### src/rtl/matlib_pkg.sv
// Shared types and helpers for the iterative square-root block.
// Holds the FSM state encoding and the iteration-count function.
package matlib_pkg;

    typedef enum logic [1:0] {
        IDLE = 2'd0,
        CALC = 2'd1,
        DONE = 2'd2
    } usqrt_state_e;

    // One root bit per iteration; the radicand a<<frac is consumed two bits at a time.
    function automatic int usqrt_iters(input int width, input int frac);
        return (width + frac + 1) / 2;
    endfunction

endpackage

### src/rtl/usqrt_step.sv
// One non-restoring square-root iteration: shifts in the next radicand bit pair and
// adds or subtracts the trial term depending on the sign of the running remainder.
module usqrt_step #(
    parameter int N = 12
) (
    input  logic [N+1:0] rem_i,
    input  logic [N-1:0] root_i,
    input  logic [1:0]   pair_i,
    output logic [N+1:0] rem_o,
    output logic         bit_o
);

    logic [N+1:0] shifted;

    // Two's-complement wraparound in the shift is harmless: the final sum always fits N+2 bits.
    assign shifted = (rem_i << 2) | (N+2)'(pair_i);
    assign rem_o   = rem_i[N+1] ? shifted + {root_i, 2'b11}
                                : shifted - {root_i, 2'b01};
    assign bit_o   = ~rem_o[N+1];

endmodule

### src/rtl/usqrt_iter.sv
// Iterative unsigned fixed-point square root, one result bit per clock, valid/ready on both sides.
// Define USQRT_ROUND_EN for round-to-nearest (one extra cycle); default build truncates.
module usqrt_iter
    import matlib_pkg::*;
#(
    parameter int WIDTH = 16,
    parameter int FRAC  = 8
) (
    input  logic             clk,
    input  logic             reset,
    input  logic             in_valid,
    output logic             in_ready,
    input  logic [WIDTH-1:0] a,
    output logic             out_valid,
    input  logic             out_ready,
    output logic [WIDTH-1:0] f
);

    localparam int N  = usqrt_iters(WIDTH, FRAC);
    localparam int CW = $clog2(N + 1);

    usqrt_state_e   state_q, state_d;
    logic [CW-1:0]  cnt_q, cnt_d;
    logic [2*N-1:0] rad_q, rad_d;
    logic [N+1:0]   rem_q, rem_d;
    logic [N-1:0]   root_q, root_d;
    logic [WIDTH-1:0] f_q, f_d;

    logic [N+1:0]   step_rem;
    logic           step_bit;
    logic [N-1:0]   step_root;

    usqrt_step #(.N(N)) u_step (
        .rem_i  (rem_q),
        .root_i (root_q),
        .pair_i (rad_q[2*N-1 -: 2]),
        .rem_o  (step_rem),
        .bit_o  (step_bit)
    );

    assign step_root = (root_q << 1) | N'(step_bit);

`ifdef USQRT_ROUND_EN
    logic [N+1:0]   rem_true;
    logic           round_up;
    logic [WIDTH:0] root_inc;
    logic [WIDTH-1:0] round_f;

    // A negative final remainder still owes the last trial term back.
    assign rem_true = rem_q[N+1] ? rem_q + (N+2)'({root_q, 1'b1}) : rem_q;
    assign round_up = rem_true > (N+2)'(root_q);
    assign root_inc = (WIDTH+1)'(root_q) + (WIDTH+1)'(round_up);
    assign round_f  = root_inc[WIDTH] ? '1 : root_inc[WIDTH-1:0];
`endif

    always_comb begin
        // NOTE: every combinational output gets a default first so no latch is inferred.
        state_d   = state_q;
        cnt_d     = cnt_q;
        rad_d     = rad_q;
        rem_d     = rem_q;
        root_d    = root_q;
        f_d       = f_q;
        in_ready  = (state_q == IDLE) && !reset;
        out_valid = (state_q == DONE);

        unique case (state_q)
            IDLE: begin
                if (in_valid && in_ready) begin
                    state_d = CALC;
                    cnt_d   = '0;
                    rad_d   = (2*N)'(a) << FRAC;
                    rem_d   = '0;
                    root_d  = '0;
                end
            end
            CALC: begin
                cnt_d = cnt_q + 1'b1;
`ifdef USQRT_ROUND_EN
                if (cnt_q == CW'(N)) begin
                    state_d = DONE;
                    f_d     = round_f;
                end else begin
                    rad_d  = rad_q << 2;
                    rem_d  = step_rem;
                    root_d = step_root;
                end
`else
                rad_d  = rad_q << 2;
                rem_d  = step_rem;
                root_d = step_root;
                if (cnt_q == CW'(N - 1)) begin
                    state_d = DONE;
                    f_d     = WIDTH'(step_root);
                end
`endif
            end
            DONE: begin
                if (out_ready) begin
                    state_d = IDLE;
                end
            end
            default: state_d = IDLE;
        endcase
    end

    // NOTE: sequential state uses non-blocking assignments only; every register has a defined reset.
    always_ff @(posedge clk or posedge reset) begin
        if (reset) begin
            state_q <= IDLE;
            cnt_q   <= '0;
            rad_q   <= '0;
            rem_q   <= '0;
            root_q  <= '0;
            f_q     <= '0;
        end else begin
            state_q <= state_d;
            cnt_q   <= cnt_d;
            rad_q   <= rad_d;
            rem_q   <= rem_d;
            root_q  <= root_d;
            f_q     <= f_d;
        end
    end

    assign f = f_q;

endmodule

### config.mk
export PLATFORM = sky130hd
export DESIGN_NAME = usqrt_iter
export DESIGN_NICKNAME = d
export VERILOG_FILES = /design/src/rtl/matlib_pkg.sv /design/src/rtl/usqrt_step.sv /design/src/rtl/usqrt_iter.sv
export SDC_FILE = /design/constraint.sdc
export NUM_CORES = 1
export LEC_CHECK = 0
export ABC_AREA = 0
export BUFFER_PORTS_ARGS = -buffer_cell sky130_fd_sc_hd__buf_2
export CAP_MARGIN = 10
export CORE_MARGIN = 4
export CORE_UTILIZATION = 40
export DETAILED_ROUTE_END_ITERATION = 10
export GPL_TIMING_DRIVEN = 0
export PLACE_DENSITY_LB_ADDON = 0.12
export RECOVER_POWER = 50
export SYNTH_ARGS = -nofsm -noshare
export SYNTH_HDL_FRONTEND = slang
export SYNTH_SLANG_ARGS = --single-unit
### constraint.sdc
create_clock -name clk -period 3.2 [get_ports clk]
set_input_delay 0.48 -clock clk [delete_from_list [all_inputs] [get_ports clk]]
set_output_delay 0.48 -clock clk [all_outputs]
set_load 0.02 [all_outputs]
# Word level (Yosys, flattened, before mapping)
# Cells that the tools add are included.
[op_classes]
n_addsub = 3
eq_ne = 6
muxes = 13
bitwise = 3
n_reduce_logical = 8
[op_table]
columns = ["op", "count"]
rows = [
  ["$pmux 24 s2", 1],
  ["$mux 14", 2],
  ["$pmux 14 s2", 1],
  ["$mux 24", 1],
  ["$pmux 12 s2", 1],
  ["$add 14x14->14", 1],
  ["$or 14x2->14", 1],
  ["$sub 14x14->14", 1],
  ["$mux 12", 1],
  ["$or 12x1->12", 1],
  ["$pmux 4 s2", 1],
  ["$mux 2", 3],
  ["$pmux 2 s3", 1],
  ["$add 4x1->4 const B", 1],
  ["$eq 4x4->1 const B", 1],
  ["$mux 4", 1],
  ["$ne 2x1->1 const B", 2],
  ["$reduce_and 2->1", 2],
  ["$reduce_and 3->1", 1],
  ["$eq 2x1->1 const B", 1],
  ["$eq 2x2->1 const B", 1],
  ["$logic_and 1x1->1", 2],
  ["$logic_not 2->1", 1],
  ["$ne 2x2->1 const B", 1],
  ["3 further kinds", 3],
]
[word_totals]
reg_bits = 68
inputBits = 20
wordCells = 39

# Logic depth before layout (Yosys ltp)
[depth]
word_depth = 6
depth_mapped = 9

# Hierarchy
# Synthesis repeated with hierarchy kept, for this count alone.
[unflattened]
hier_cells = 284
area_unflattened_um2 = 3256.9
[modules_own_cells]
columns = ["module", "instances", "cells_each", "area_per_inst_um2", "seq_area_each_um2"]
rows = [
  ["usqrt_iter", 1, 190, 2543.7, 1501.4],
  ["usqrt_step", 1, 94, 713.2, 0.0],
]

# Worst setup path after synthesis
# No wires, ideal clock.
[synth_path]
kind = "register to register"
from = "reg rem_q[13]"
to = "reg rem_q[8]"
setup_ns = 0.134
t_arrival_ns = 2.019
required_ns = 3.066
setup_slack_ns = 1.047
path_stages_with_launch = 10
period_less_slack_ns = 2.153
path_cell_list = "dfrtp_1 buf_6 buf_2 xnor2_1 ha_1 nor2b_1 o2111a_1 nor3_1 o21a_1 o211ai_1"
[synth_via]
elab_chain_cells = 2
[synth_rtl]
columns = ["element", "line_no", "source"]
rows = [
  ["start: declaration", "usqrt_iter.sv:25", "logic [N+1:0] rem_q, rem_d;"],
  ["start signal: assignment", "usqrt_iter.sv:120", "rem_q <= rem_d;"],
  ["$mux 14", "usqrt_step.sv:17", "assign rem_o = rem_i[N+1] ? shifted + {root_i, 2'b11}"],
  ["$pmux 14 s2", "usqrt_iter.sv:67", "unique case (state_q)"],
]
# No other way between the ends.
# A chain may end at the register's enable or synchronous reset.

# Worst setup path after layout
# Same ends and word-level chain as after synthesis.

==> impl_results.md <==
* Setup Buffers After CTS at 0
* CP Max Fanout at 10
* Vias in the first global route at 2564
* Gr ovfl total at 0
* Worst setup path class: flip-flop to flip-flop
* First-pass DRT Iterations at 4
* Outcome: finished, final reports clean
* Pins Over Slew Limit at 0
* Crit start category: flip-flop
* YS warnings at 0
* RSZ-0062 raised after global routing: no
* # IOs at 38
* Routed len/inst at 15.2 um
* R2R Setup Slk at 0.72 ns
* Layout cell share with drive strength beyond 1 at 18.3%
* Drt total wl at 7.45 mm
* Fin nets at 417
* Req. time, crit path at 3.40 ns
* Filler cells at 773
* H-Tree Depth at 3
* Die W at 96.8 um
* F_max at 403 MHz
* Initial drt markers at 202
* Worst Max-Slew Pin Slew at 1.14 ns
* Die Y at 96.8 um
* Ys flop type: dfrtp_1
* Clk root buf: clkbuf_8
* R2R cell count at 9
* R2R Path End: rem_q[8]
* Syn_area_per_cell at 9.40 um^2
* Num CTS Buffers at 9
* Worst Hold End: rad_q[9]
* Sum Neg Setup Slack at 0 ns
* Clk buf depth at 2
* Slew margin rel. at 24.1%
* Layout Skew at 0.00588 ns
* CTS clk-pin slew, worst paths at 0.07 ns
* Cell Area, Synth at 3150 um^2
* PortBufs at 33
* Critical Path Start: rem_q[13]
* Largest net degree at the start of global routing at 32
* TritonCTS sink count at 59
* Drt drc at 0
* Crit path DAT at 2.69 ns
* Cells after Synth at 335
* Unique cell type count in the Yosys netlist at 43
* Vias at 2567
* Number of cell rows at 32
* Number of max-cap violations at 0
* Most frequent cells in the layout: dfrtp_1 (59), nand2_1 (50), buf_2 (33), o21ai_0 (32), nor2_1 (31)
* Most common cell after layout, fill and taps aside: dfrtp_1
* Placer Congestion at 0.819
* Hold Crit Depth at 3
* Hold Vio Cnt, Final at 0
* GRT Util Overall at 16.8%
* Initial antenna violation count at 0
* Core Region at 7690 um^2
* Ant diodes at 0
* Async SR Flop Fraction at 100%
* TritonCTS clock tree: yes
* Worst Hold Class: input port to flip-flop
* Clock Latency Late Sink at 0.33 ns
* Cts hold-fix bufs at 0
* Area Growth Syn to Fin at 16.4%
* First-pass GRT wire length at 12.7 mm
* Die Area at 9360 um^2
* Hold_sp: a[1]
* Kind of end point of the critical path: flip-flop
* Post-synthesis register bit count at 59
* Crit Reg-Reg Startpoint: rem_q[13]
* Initial Util at 41.0%
* Minimum clock period at 2.48 ns
* Post-synth EDFFs at 0
* Vias per cell at 5.25
* Setup-failing EPs final at 0
* Post-route antenna net violation count at 0
* Hpwl dp at 5.40 mm
* Fin crit share at 77.5%
* Resize count post-CTS at 0
* Sequential element share of the synthesized area at 46.9%
per-stage QoR:
stage,utilization (%),setup WS (ns),cell area (um^2),cells,hold slack [ns]
6_report,47.7,0.719,3670,489,0.345
5_1_grt,47.7,0.485,3670,489,0.345
4_1_cts,47.8,0.741,3680,489,0.268
3_5_place_dp,45.2,0.748,3470,474,0.481
3_3_place_gp,44.9,0.335,3450,473,0.469
2_1_floorplan,-,1.05,3160,338,0.456
routing by layer:
metal / vias to the layer above / global-route usage [%] / part of all wire, %
li1: 1262 / - / -
met1: 1245 / 24.2 / 50
met2: 55 / 25.2 / 45
met3: 5 / 3.60 / 4.4
met4: 0 / 5.29 / 0.83
met5: - / 0 / 0
worst max-delay path, stage by stage, from the launching register on:
cell	delay, ns
dfrtp_1	0.37
buf_6	0.13
buf_2	0.22
xnor2_1	0.24
ha_1	0.29
nor2b_1	0.16
o2111a_1	0.25
nor3_1	0.40
o21a_1	0.19
o211ai_1	0.09
state kept, by name, indices dropped and copies added, names as in the netlist:
register,flops
cnt_q,4
f,12
rad_q,16
rem_q,13
root_q,12
state_q,2
worst max path at each step:
stage | endpoint | slack, ns | depth (start not counted)
4_1_cts | rem_q[8] | 0.74 | 9
2_1_floorplan | rem_q[8] | 1.05 | 9
3_5_place_dp | rem_q[8] | 0.75 | 9
6_report | rem_q[8] | 0.72 | 9
3_3_place_gp | rem_q[5] | 0.33 | 2
5_1_grt | f[0] | 0.49 | 9
cell usage after synthesis, types with 2 or more instances:
library cell  instances  area, um^2
dfrtp_1              59        1480
nand2_1              50         188
o21ai_0              32         160
nor2_1               31         116
nand3_1              15        75.1
o22ai_1              15        93.8
xnor2_1              15         131
ha_1                 14         175
mux2_2               11         124
inv_1                 8        30.0
nor3_1                8        40.0
a21oi_1               7        35.0
buf_2                 7        35.0
clkbuf_1              7        26.3
nand2b_1              6        37.5
a31oi_1               5        31.3
buf_4                 5        37.5
nand4_1               4        25.0
xor2_1                4        35.0
nor2b_1               3        18.8
a211oi_1              2        15.0
nand3b_1              2        15.0
o2111ai_1             2        17.5
o21a_1                2        15.0
o21ai_1               2        10.0
o41a_1                2        22.5
cell families after synthesis:
kind of cell,share of synthesized area (%)
adder cells (fa/ha/maj),5.56
buffers and inverters,4.57
flip-flops,46.9
multiplexers,4.25
AND/OR/NAND/NOR,18.0
AO/OA/AOI/OAI,14.5
XOR/XNOR,6.08
other,0.119
layout make-up:
class / instances / area, um^2 / area share (%)
buffer: 21 / 114 / 3.10
clock buffer: 11 / 151 / 4.13
clock inverter: 4 / 50.0 / 1.36
inverter: 8 / 30.0 / 0.819
multi-input combinational: 250 / 1540 / 42.0
sequential: 59 / 1480 / 40.3
tap: 102 / 128 / 3.48
timing repair buffer: 34 / 176 / 4.81
Power is not shown: default switching activity piles up to over one toggle a cycle in this logic, so the estimate is an artifact.
